## src/rtl/wave_pkg.sv

```systemverilog
// Shared definitions for the triangle-wave generator and its receive-side analyzer.
package wave_pkg;

  localparam int WAVE_WIDTH    = 5;
  localparam int WAVE_PERIOD_W = 8;

  typedef enum logic [1:0] {
    ACQUIRE = 2'd0,
    RISE    = 2'd1,
    FALL    = 2'd2
  } wave_state_e;

endpackage

```

## src/rtl/wave_analyzer_if.sv

```systemverilog
// Wave bus: sample qualifier plus sample, driven by the generator and consumed by the analyzer.
interface wave_analyzer_if #(
  parameter int WIDTH = wave_pkg::WAVE_WIDTH
);
  logic             en;
  logic [WIDTH-1:0] wave;

  modport master (output en, output wave);
  modport slave  (input  en, input  wave);
endinterface

```

## src/rtl/wave_period_counter.sv

```systemverilog
// Trough-to-trough period counter with saturation flag and equal-period lock tracking.
module wave_period_counter
  import wave_pkg::*;
#(
  parameter int PERIOD_W = WAVE_PERIOD_W,
  parameter int LOCK_CNT = 2
) (
  input  logic                clk,
  input  logic                rst_n,
  input  logic                clear,
  input  logic                count_en,
  input  logic                trough,
  output logic [PERIOD_W-1:0] period,
  output logic                period_valid,
  output logic                period_ovf,
  output logic                locked
);

  localparam int                GOOD_W   = $clog2(LOCK_CNT + 1);
  localparam logic [GOOD_W-1:0] GOOD_MAX = GOOD_W'(LOCK_CNT);
  localparam logic [PERIOD_W-1:0] CNT_MAX = '1;
  localparam logic [PERIOD_W-1:0] CNT_ONE = PERIOD_W'(1);

  logic [PERIOD_W-1:0] cnt;
  logic [GOOD_W-1:0]   good;
  logic [GOOD_W-1:0]   good_upd;
  logic                seen_trough;

  // A saturated measurement cannot be trusted, so it restarts the run from zero.
  always_comb begin
    if (period_ovf)          good_upd = '0;
    else if (cnt == period)  good_upd = (good == GOOD_MAX) ? good : good + 1'b1;
    else                     good_upd = GOOD_W'(1);
  end

  // NOTE: sequential state uses non-blocking assignments so every register samples pre-edge values.
  always_ff @(posedge clk) begin
    if (!rst_n) begin
      cnt          <= '0;
      good         <= '0;
      seen_trough  <= 1'b0;
      period       <= '0;
      period_valid <= 1'b0;
      period_ovf   <= 1'b0;
      locked       <= 1'b0;
    end else begin
      period_valid <= 1'b0;
      if (clear) begin
        cnt         <= '0;
        good        <= '0;
        seen_trough <= 1'b0;
        locked      <= 1'b0;
      end else if (trough) begin
        if (seen_trough) begin
          period       <= cnt;
          period_valid <= 1'b1;
          good         <= good_upd;
          locked       <= (good_upd >= GOOD_MAX);
        end
        seen_trough <= 1'b1;
        cnt         <= CNT_ONE;
        period_ovf  <= 1'b0;
      end else if (count_en && cnt != CNT_MAX) begin
        cnt <= cnt + 1'b1;
        if (cnt == CNT_MAX - 1'b1) period_ovf <= 1'b1;
      end
    end
  end

endmodule

```

## src/rtl/wave_analyzer.sv

```systemverilog
// Receive-side triangle-wave monitor: slope tracking, peak/trough capture, period lock, step errors.
// Optional amplitude output enabled by defining WAVE_ANALYZER_AMP_EN.
module wave_analyzer
  import wave_pkg::*;
#(
  parameter int WIDTH    = WAVE_WIDTH,
  parameter int PERIOD_W = WAVE_PERIOD_W,
  parameter int MAX_STEP = 1,
  parameter int LOCK_CNT = 2
) (
  input  logic                clk,
  input  logic                rst_n,
  wave_analyzer_if.slave      bus,
  output logic                rising,
  output logic                peak_pulse,
  output logic                trough_pulse,
  output logic [WIDTH-1:0]    peak_val,
  output logic [WIDTH-1:0]    trough_val,
  output logic [PERIOD_W-1:0] period,
  output logic                period_valid,
  output logic                period_ovf,
  output logic                step_err,
  output logic                locked,
  output logic [WIDTH-1:0]    amp
);

  localparam logic signed [WIDTH:0] STEP_LIM = (WIDTH + 1)'(MAX_STEP);

  wave_state_e           state, state_next;
  logic [WIDTH-1:0]      prev;
  logic                  have_prev;
  logic signed [WIDTH:0] delta;
  logic                  sample_ok, step_big, is_pos, is_neg;
  logic                  step_evt, peak_evt, trough_evt, count_en;

  // One extra bit keeps the difference of two unsigned samples exact.
  assign delta     = $signed({1'b0, bus.wave}) - $signed({1'b0, prev});
  assign is_neg    = delta[WIDTH];
  assign is_pos    = !delta[WIDTH] && (delta != '0);
  assign step_big  = (delta > STEP_LIM) || (delta < -STEP_LIM);
  assign sample_ok = bus.en && have_prev;

  always_ff @(posedge clk) begin
    if (!rst_n) state <= ACQUIRE;
    else        state <= state_next;
  end

  // NOTE: every signal gets a default first so no path leaves it unassigned (no latches).
  always_comb begin
    state_next = state;
    step_evt   = 1'b0;
    peak_evt   = 1'b0;
    trough_evt = 1'b0;
    count_en   = 1'b0;
    if (sample_ok) begin
      if (step_big) begin
        step_evt   = 1'b1;
        state_next = ACQUIRE;
      end else begin
        count_en = (state != ACQUIRE);
        unique case (state)
          ACQUIRE: begin
            if (is_pos)      state_next = RISE;
            else if (is_neg) state_next = FALL;
          end
          RISE: if (is_neg) begin
            peak_evt   = 1'b1;
            state_next = FALL;
          end
          FALL: if (is_pos) begin
            trough_evt = 1'b1;
            state_next = RISE;
          end
          default: state_next = ACQUIRE;
        endcase
      end
    end
  end

  always_ff @(posedge clk) begin
    if (!rst_n) begin
      prev         <= '0;
      have_prev    <= 1'b0;
      rising       <= 1'b0;
      peak_pulse   <= 1'b0;
      trough_pulse <= 1'b0;
      step_err     <= 1'b0;
      peak_val     <= '0;
      trough_val   <= '0;
    end else begin
      peak_pulse   <= peak_evt;
      trough_pulse <= trough_evt;
      step_err     <= step_evt;
      if (bus.en) begin
        prev      <= bus.wave;
        have_prev <= 1'b1;
      end
      if (sample_ok && !step_big && state_next != state) rising <= (state_next == RISE);
      if (peak_evt)   peak_val   <= prev;
      if (trough_evt) trough_val <= prev;
    end
  end

`ifdef WAVE_ANALYZER_AMP_EN
  always_ff @(posedge clk) begin
    if (!rst_n)          amp <= '0;
    else if (trough_evt) amp <= peak_val - prev;
  end
`else
  assign amp = '0;
`endif

  wave_period_counter #(
    .PERIOD_W (PERIOD_W),
    .LOCK_CNT (LOCK_CNT)
  ) u_period (
    .clk          (clk),
    .rst_n        (rst_n),
    .clear        (step_evt),
    .count_en     (count_en),
    .trough       (trough_evt),
    .period       (period),
    .period_valid (period_valid),
    .period_ovf   (period_ovf),
    .locked       (locked)
  );

endmodule
```

## src/flat_wrapper.sv

```systemverilog
// flat-port wrapper written by rule: the top's interface ports become plain ports
module wave_analyzer_flat import wave_pkg::*;
#(
  parameter int WIDTH    = WAVE_WIDTH,
  parameter int PERIOD_W = WAVE_PERIOD_W,
  parameter int MAX_STEP = 1,
  parameter int LOCK_CNT = 2
)
  (clk, rst_n, rising, peak_pulse, trough_pulse, peak_val, trough_val, period, period_valid, period_ovf, step_err, locked, amp, bus_en, bus_wave);
  wave_analyzer_if #(.WIDTH(WIDTH)) bus_i ();
  input  logic clk;
  input  logic rst_n;
  output logic rising;
  output logic peak_pulse;
  output logic trough_pulse;
  output logic [WIDTH-1:0] peak_val;
  output logic [WIDTH-1:0] trough_val;
  output logic [PERIOD_W-1:0] period;
  output logic period_valid;
  output logic period_ovf;
  output logic step_err;
  output logic locked;
  output logic [WIDTH-1:0] amp;
  input wire logic [$bits(bus_i.en)-1:0] bus_en;
  input wire logic [$bits(bus_i.wave)-1:0] bus_wave;
  assign bus_i.en = bus_en;
  assign bus_i.wave = bus_wave;
  wave_analyzer #(.WIDTH(WIDTH), .PERIOD_W(PERIOD_W), .MAX_STEP(MAX_STEP), .LOCK_CNT(LOCK_CNT)) u_core (.clk(clk), .rst_n(rst_n), .bus(bus_i), .rising(rising), .peak_pulse(peak_pulse), .trough_pulse(trough_pulse), .peak_val(peak_val), .trough_val(trough_val), .period(period), .period_valid(period_valid), .period_ovf(period_ovf), .step_err(step_err), .locked(locked), .amp(amp));
endmodule
```

## config.mk

```make
export PLATFORM = sky130hd
export DESIGN_NAME = wave_analyzer_flat
export DESIGN_NICKNAME = d
export VERILOG_FILES = /design/src/rtl/wave_pkg.sv /design/src/rtl/wave_analyzer_if.sv /design/src/rtl/wave_period_counter.sv /design/src/rtl/wave_analyzer.sv /design/src/flat_wrapper.sv
export SDC_FILE = /design/constraint.sdc
export NUM_CORES = 1
export LEC_CHECK = 0
export ABC_AREA = 1
export CAP_MARGIN = 20
export CORE_UTILIZATION = 57
export DETAILED_ROUTE_END_ITERATION = 10
export GPL_ROUTABILITY_DRIVEN = 0
export PLACE_DENSITY = 0.88
export SLEW_MARGIN = 20
export SYNTH_ARGS = -nofsm -noshare
export SYNTH_HDL_FRONTEND = slang
export SYNTH_SLANG_ARGS = --single-unit
export TNS_END_PERCENT = 20
```

## constraint.sdc

```tcl
create_clock -name clk -period 4.8 [get_ports clk]
set_clock_uncertainty 0.05 [all_clocks]
set_input_delay 1.44 -clock clk [delete_from_list [all_inputs] [get_ports clk]]
set_output_delay 1.44 -clock clk [all_outputs]
set_load 0.01 [all_outputs]
```

==> results_dict.tcl <==
set metrics [dict create \
    run_status "finished clean" \
    power.density_cell_area_nw_per_um2 297.8 \
    globalRoute.busiestLayer "met2" \
    worst_pin_slew_ps 904.8 \
    max_frequency_mhz 246.2 \
    maxCapViolCount 0 \
    syn-cell-area_um2 2258 \
    crit_fanout 11 \
    cts_tree "built" \
    worst-r2r-cell-count 13 \
    antenna_cells_inserted 0 \
    worst_slew_slack_as_a_fraction_of_its_limit 0.3949 \
    grt.met2_usage 0.3750 \
    worstSetupStartpoint "bus_wave[0]" \
    cell_by_cell_listing_of_the_critical_path "clkdlybuf4s50_1, inv_1, ha_1, fa_1, or2_2, nor2_1, nand2_1, nor2_2, nor2_2, inv_2, nand2_4, nor2_8, nand3_1, o21ai_0, a21oi_1" \
    antenna_found_initial 0 \
    synth_warnings 0 \
    r2r_slack_ps 1980 \
    hold_start "u_core.peak_val[3]$_SDFFE_PN0P_" \
    clock_tree.buffer_depth 2 \
    postSynthAreaPerCell_um2 7.429 \
    cp_common_cell "sky130_fd_sc_hd__nor2_2" \
    grt_util_met3 0.05810 \
    tritoncts_num_sinks 43 \
    cpLargestDelayFamily "simple AND/OR/NAND/NOR gates" \
    final-max-slew-violation-count 0 \
    timing.critical_path.to_type "flip-flop" \
    detailroute.via_count 2068 \
    report.power.total_w 0.0008066 \
    synth.ff_latch_count 43 \
    dominant_cell_type_by_area_after_synthesis "sky130_fd_sc_hd__dfxtp_1" \
    die_width_um 64.95 \
    row_count 22 \
    ys_top_cells_by_count "47 x sky130_fd_sc_hd__inv_1, 43 x sky130_fd_sc_hd__dfxtp_1, 39 x sky130_fd_sc_hd__nand2_1, 29 x sky130_fd_sc_hd__nor2_1" \
    drive_gt1_frac 0.08902 \
    synth_edf_count 0 \
    routedWlPerCell_um 12.16 \
    cp.buffers_inverters 3 \
    worstReg2RegStart "u_core.prev[0]$_SDFFE_PN0P_" \
    cp-start-kind "input pin" \
    synth.top_cell.area_share 0.3812 \
    final_routed_wirelength_across_all_metal_layers_um 4681 \
    power_leakage_nw 1.230 \
    power.ir.vdd_worst_v 0.0001434 \
    port_buffers 32 \
    synth_cell_types 36 \
    setup.worst_path.class "in2reg" \
    synth-async-reset-ratio 0 \
    final_min_period_over_clock_period 0.8462 \
    tritoncts.num_buffers 5 \
    grt_start_max_net_pins 29 \
    detail_route.iter0.violations 117 \
    pin_count 38 \
    most_numerous_cell_in_the_yosys_netlist "sky130_fd_sc_hd__inv_1" \
    synthToLayoutAreaGrowth_pct 19.94 \
    worstReg2RegEnd "u_core.peak_val[1]$_SDFFE_PN0P_" \
    synth_seq_area_share 0.3812 \
    drcViolationCount 0 \
    worst_path_max_delay_cell "sky130_fd_sc_hd__fa_1" \
    clock_tree.root_cell "sky130_fd_sc_hd__clkbuf_8" \
    post_cts_resized 0 \
    global_route.usage.met1 0.2969 \
    first_global_vias 1767 \
    cts-htree-levels 2 \
    core_region_um2 3744 \
    post_cts.repair.setup_buffers 0 \
    chipHeight_um 64.95 \
    drtPass1Iterations 5 \
    critical_path_arrival_ps 4190 \
    finalCriticalPeriod_ps 4062 \
    avgViaCountPerCell 5.371 \
    holdCritPathClass "reg2reg" \
    timing_hold_violations_final 0 \
    route.antenna.remaining_nets 0 \
    overflow 0 \
    setup_violation_total_in_the_final_timing_report 0 \
    synthesis.instances 304 \
    critical-path-max-stage-delay_ps 480 \
    grt_pass1_wl_um 7645 \
    clock_insertion_delay_worst_skew_ps 300 \
    die_area_um2 4218 \
    holdBufCountCts 0 \
    worstHoldPathCells 2 \
    post_dp_hpwl_um 3430 \
    initial_core_util 0.6033 \
    clk_pin_slew_worst_paths_ps 80 \
    ys_dominant_reg_cell "sky130_fd_sc_hd__dfxtp_1" \
    grtUsageTotal 0.2345 \
    netlist_top_cells_area "sky130_fd_sc_hd__dfxtp_1 38%, sky130_fd_sc_hd__inv_1 7.8%, sky130_fd_sc_hd__nand2_1 6.5%" \
    grt_setup_unrepaired "no" \
    design.final.nets 353 \
    worstHoldEndpoint "u_core.peak_val[3]$_SDFFE_PN0P_" \
    cp.required_ps 4930 \
    setup_tns_ps 0 \
]
-- flip-flops by register name, indices dropped and copies added, names as in the netlist, 2 cells and up --
register / flops
u_core.u_period.cnt: 8
u_core.u_period.period: 8
u_core.prev: 5
u_core.state: 2
u_core.peak_val: 5
u_core.trough_val: 5
-- worst reg2reg max path, stage by stage, from the launching register on --
cell	delay, ps
sky130_fd_sc_hd__dfxtp_1	430
sky130_fd_sc_hd__ha_1	230
sky130_fd_sc_hd__fa_1	460
sky130_fd_sc_hd__or2_2	310
sky130_fd_sc_hd__nor2_1	110
sky130_fd_sc_hd__nand2_1	70
sky130_fd_sc_hd__nor2_2	90
sky130_fd_sc_hd__nor2_2	50
sky130_fd_sc_hd__inv_2	70
sky130_fd_sc_hd__nand2_4	70
sky130_fd_sc_hd__nor2_8	140
sky130_fd_sc_hd__nand3_1	310
sky130_fd_sc_hd__o21ai_0	280
sky130_fd_sc_hd__a21oi_1	70
-- worst max path at each step --
stage | end | slack, ps | cells after the start
detailed placement | u_core.peak_val[4]$_SDFFE_PN0P_ | 450 | 15
global placement | u_core.peak_val[3]$_SDFFE_PN0P_ | 510 | 15
CTS | u_core.peak_val[1]$_SDFFE_PN0P_ | 750 | 15
global route | u_core.peak_val[3]$_SDFFE_PN0P_ | 460 | 15
floorplan | u_core.u_period.cnt[3]$_SDFFE_PP0P_ | 1200 | 16
finish | u_core.peak_val[1]$_SDFFE_PN0P_ | 740 | 15
-- cells in the final DEF, fill, tap and decap left out, drive strengths merged --
cell type      synthesis  routed
nor2                  33      33
o21ai                 28      28
nand3                 22      22
xor2                  10      10
nand4                  5       5
nor4                   2       2
conb                   1       5
a211oi                 1       1
xnor2                  1       1
a21oi                 32      32
nand2                 47      47
clkdlybuf4s50          0      32
o22ai                  1       1
or2                    2       2
fa                     1       1
clkinv                 3       3
ha                     8       8
nor3                   2       2
inv                   50      50
bufinv                 0       2
a21o                   1       1
clkbuf                 4       6
dfxtp                 43      43
-- through the flow --
step / std cells / util / instance area [µm²] / worst slack [ps] / hold slack, ps
2_1_floorplan: 308 / - / 2273 / 1196 / 384.3
3_3_place_gp: 377 / 0.6882 / 2576 / 508.4 / 387.4
3_5_place_dp: 377 / 0.6882 / 2576 / 446.5 / 392.5
4_1_cts: 385 / 0.7236 / 2709 / 746.2 / 405.2
5_1_grt: 385 / 0.7236 / 2709 / 459.2 / 424.7
6_report: 385 / 0.7236 / 2709 / 738.3 / 403.4
-- metal layers --
layer / wire, µm / part of all wire
met5: 0 / 0
met4: 87 / 0.019
met3: 365 / 0.078
met2: 2112 / 0.45
met1: 2115 / 0.45
-- cells by family (layout without fill, tap and decap cells) --
group,after synthesis,count (layout),synth area share
other,1,5,0.001660
flip-flops,43,43,0.3812
adder cells (fa/ha/maj),9,9,0.05319
AND/OR/NAND/NOR,113,113,0.2438
buffers and inverters,64,93,0.1252
AO/OA/AOI/OAI,63,63,0.1524
XOR/XNOR,11,11,0.04266
-- final cells by class --
class	count	area (µm²)
fill	313	1035
tap	48	60.06
clock buffer	6	72.57
sequential	43	860.8
multi-input combinational	201	1130
inverter	53	205.2
timing repair buffer	32	320.3
clock inverter	2	60.06
-- where the power goes --
group	total (W)	switching [W]	leakage, nW	internal [W]
logic	0.000108	0.0000698	0.817	0.0000381
registers	0.000364	0.00000335	0.348	0.000361
clock network	0.000334	0.000126	0.0654	0.000208
total	0.000807	0.000200	1.23	0.000607
(Power assumes the default switching activity.)
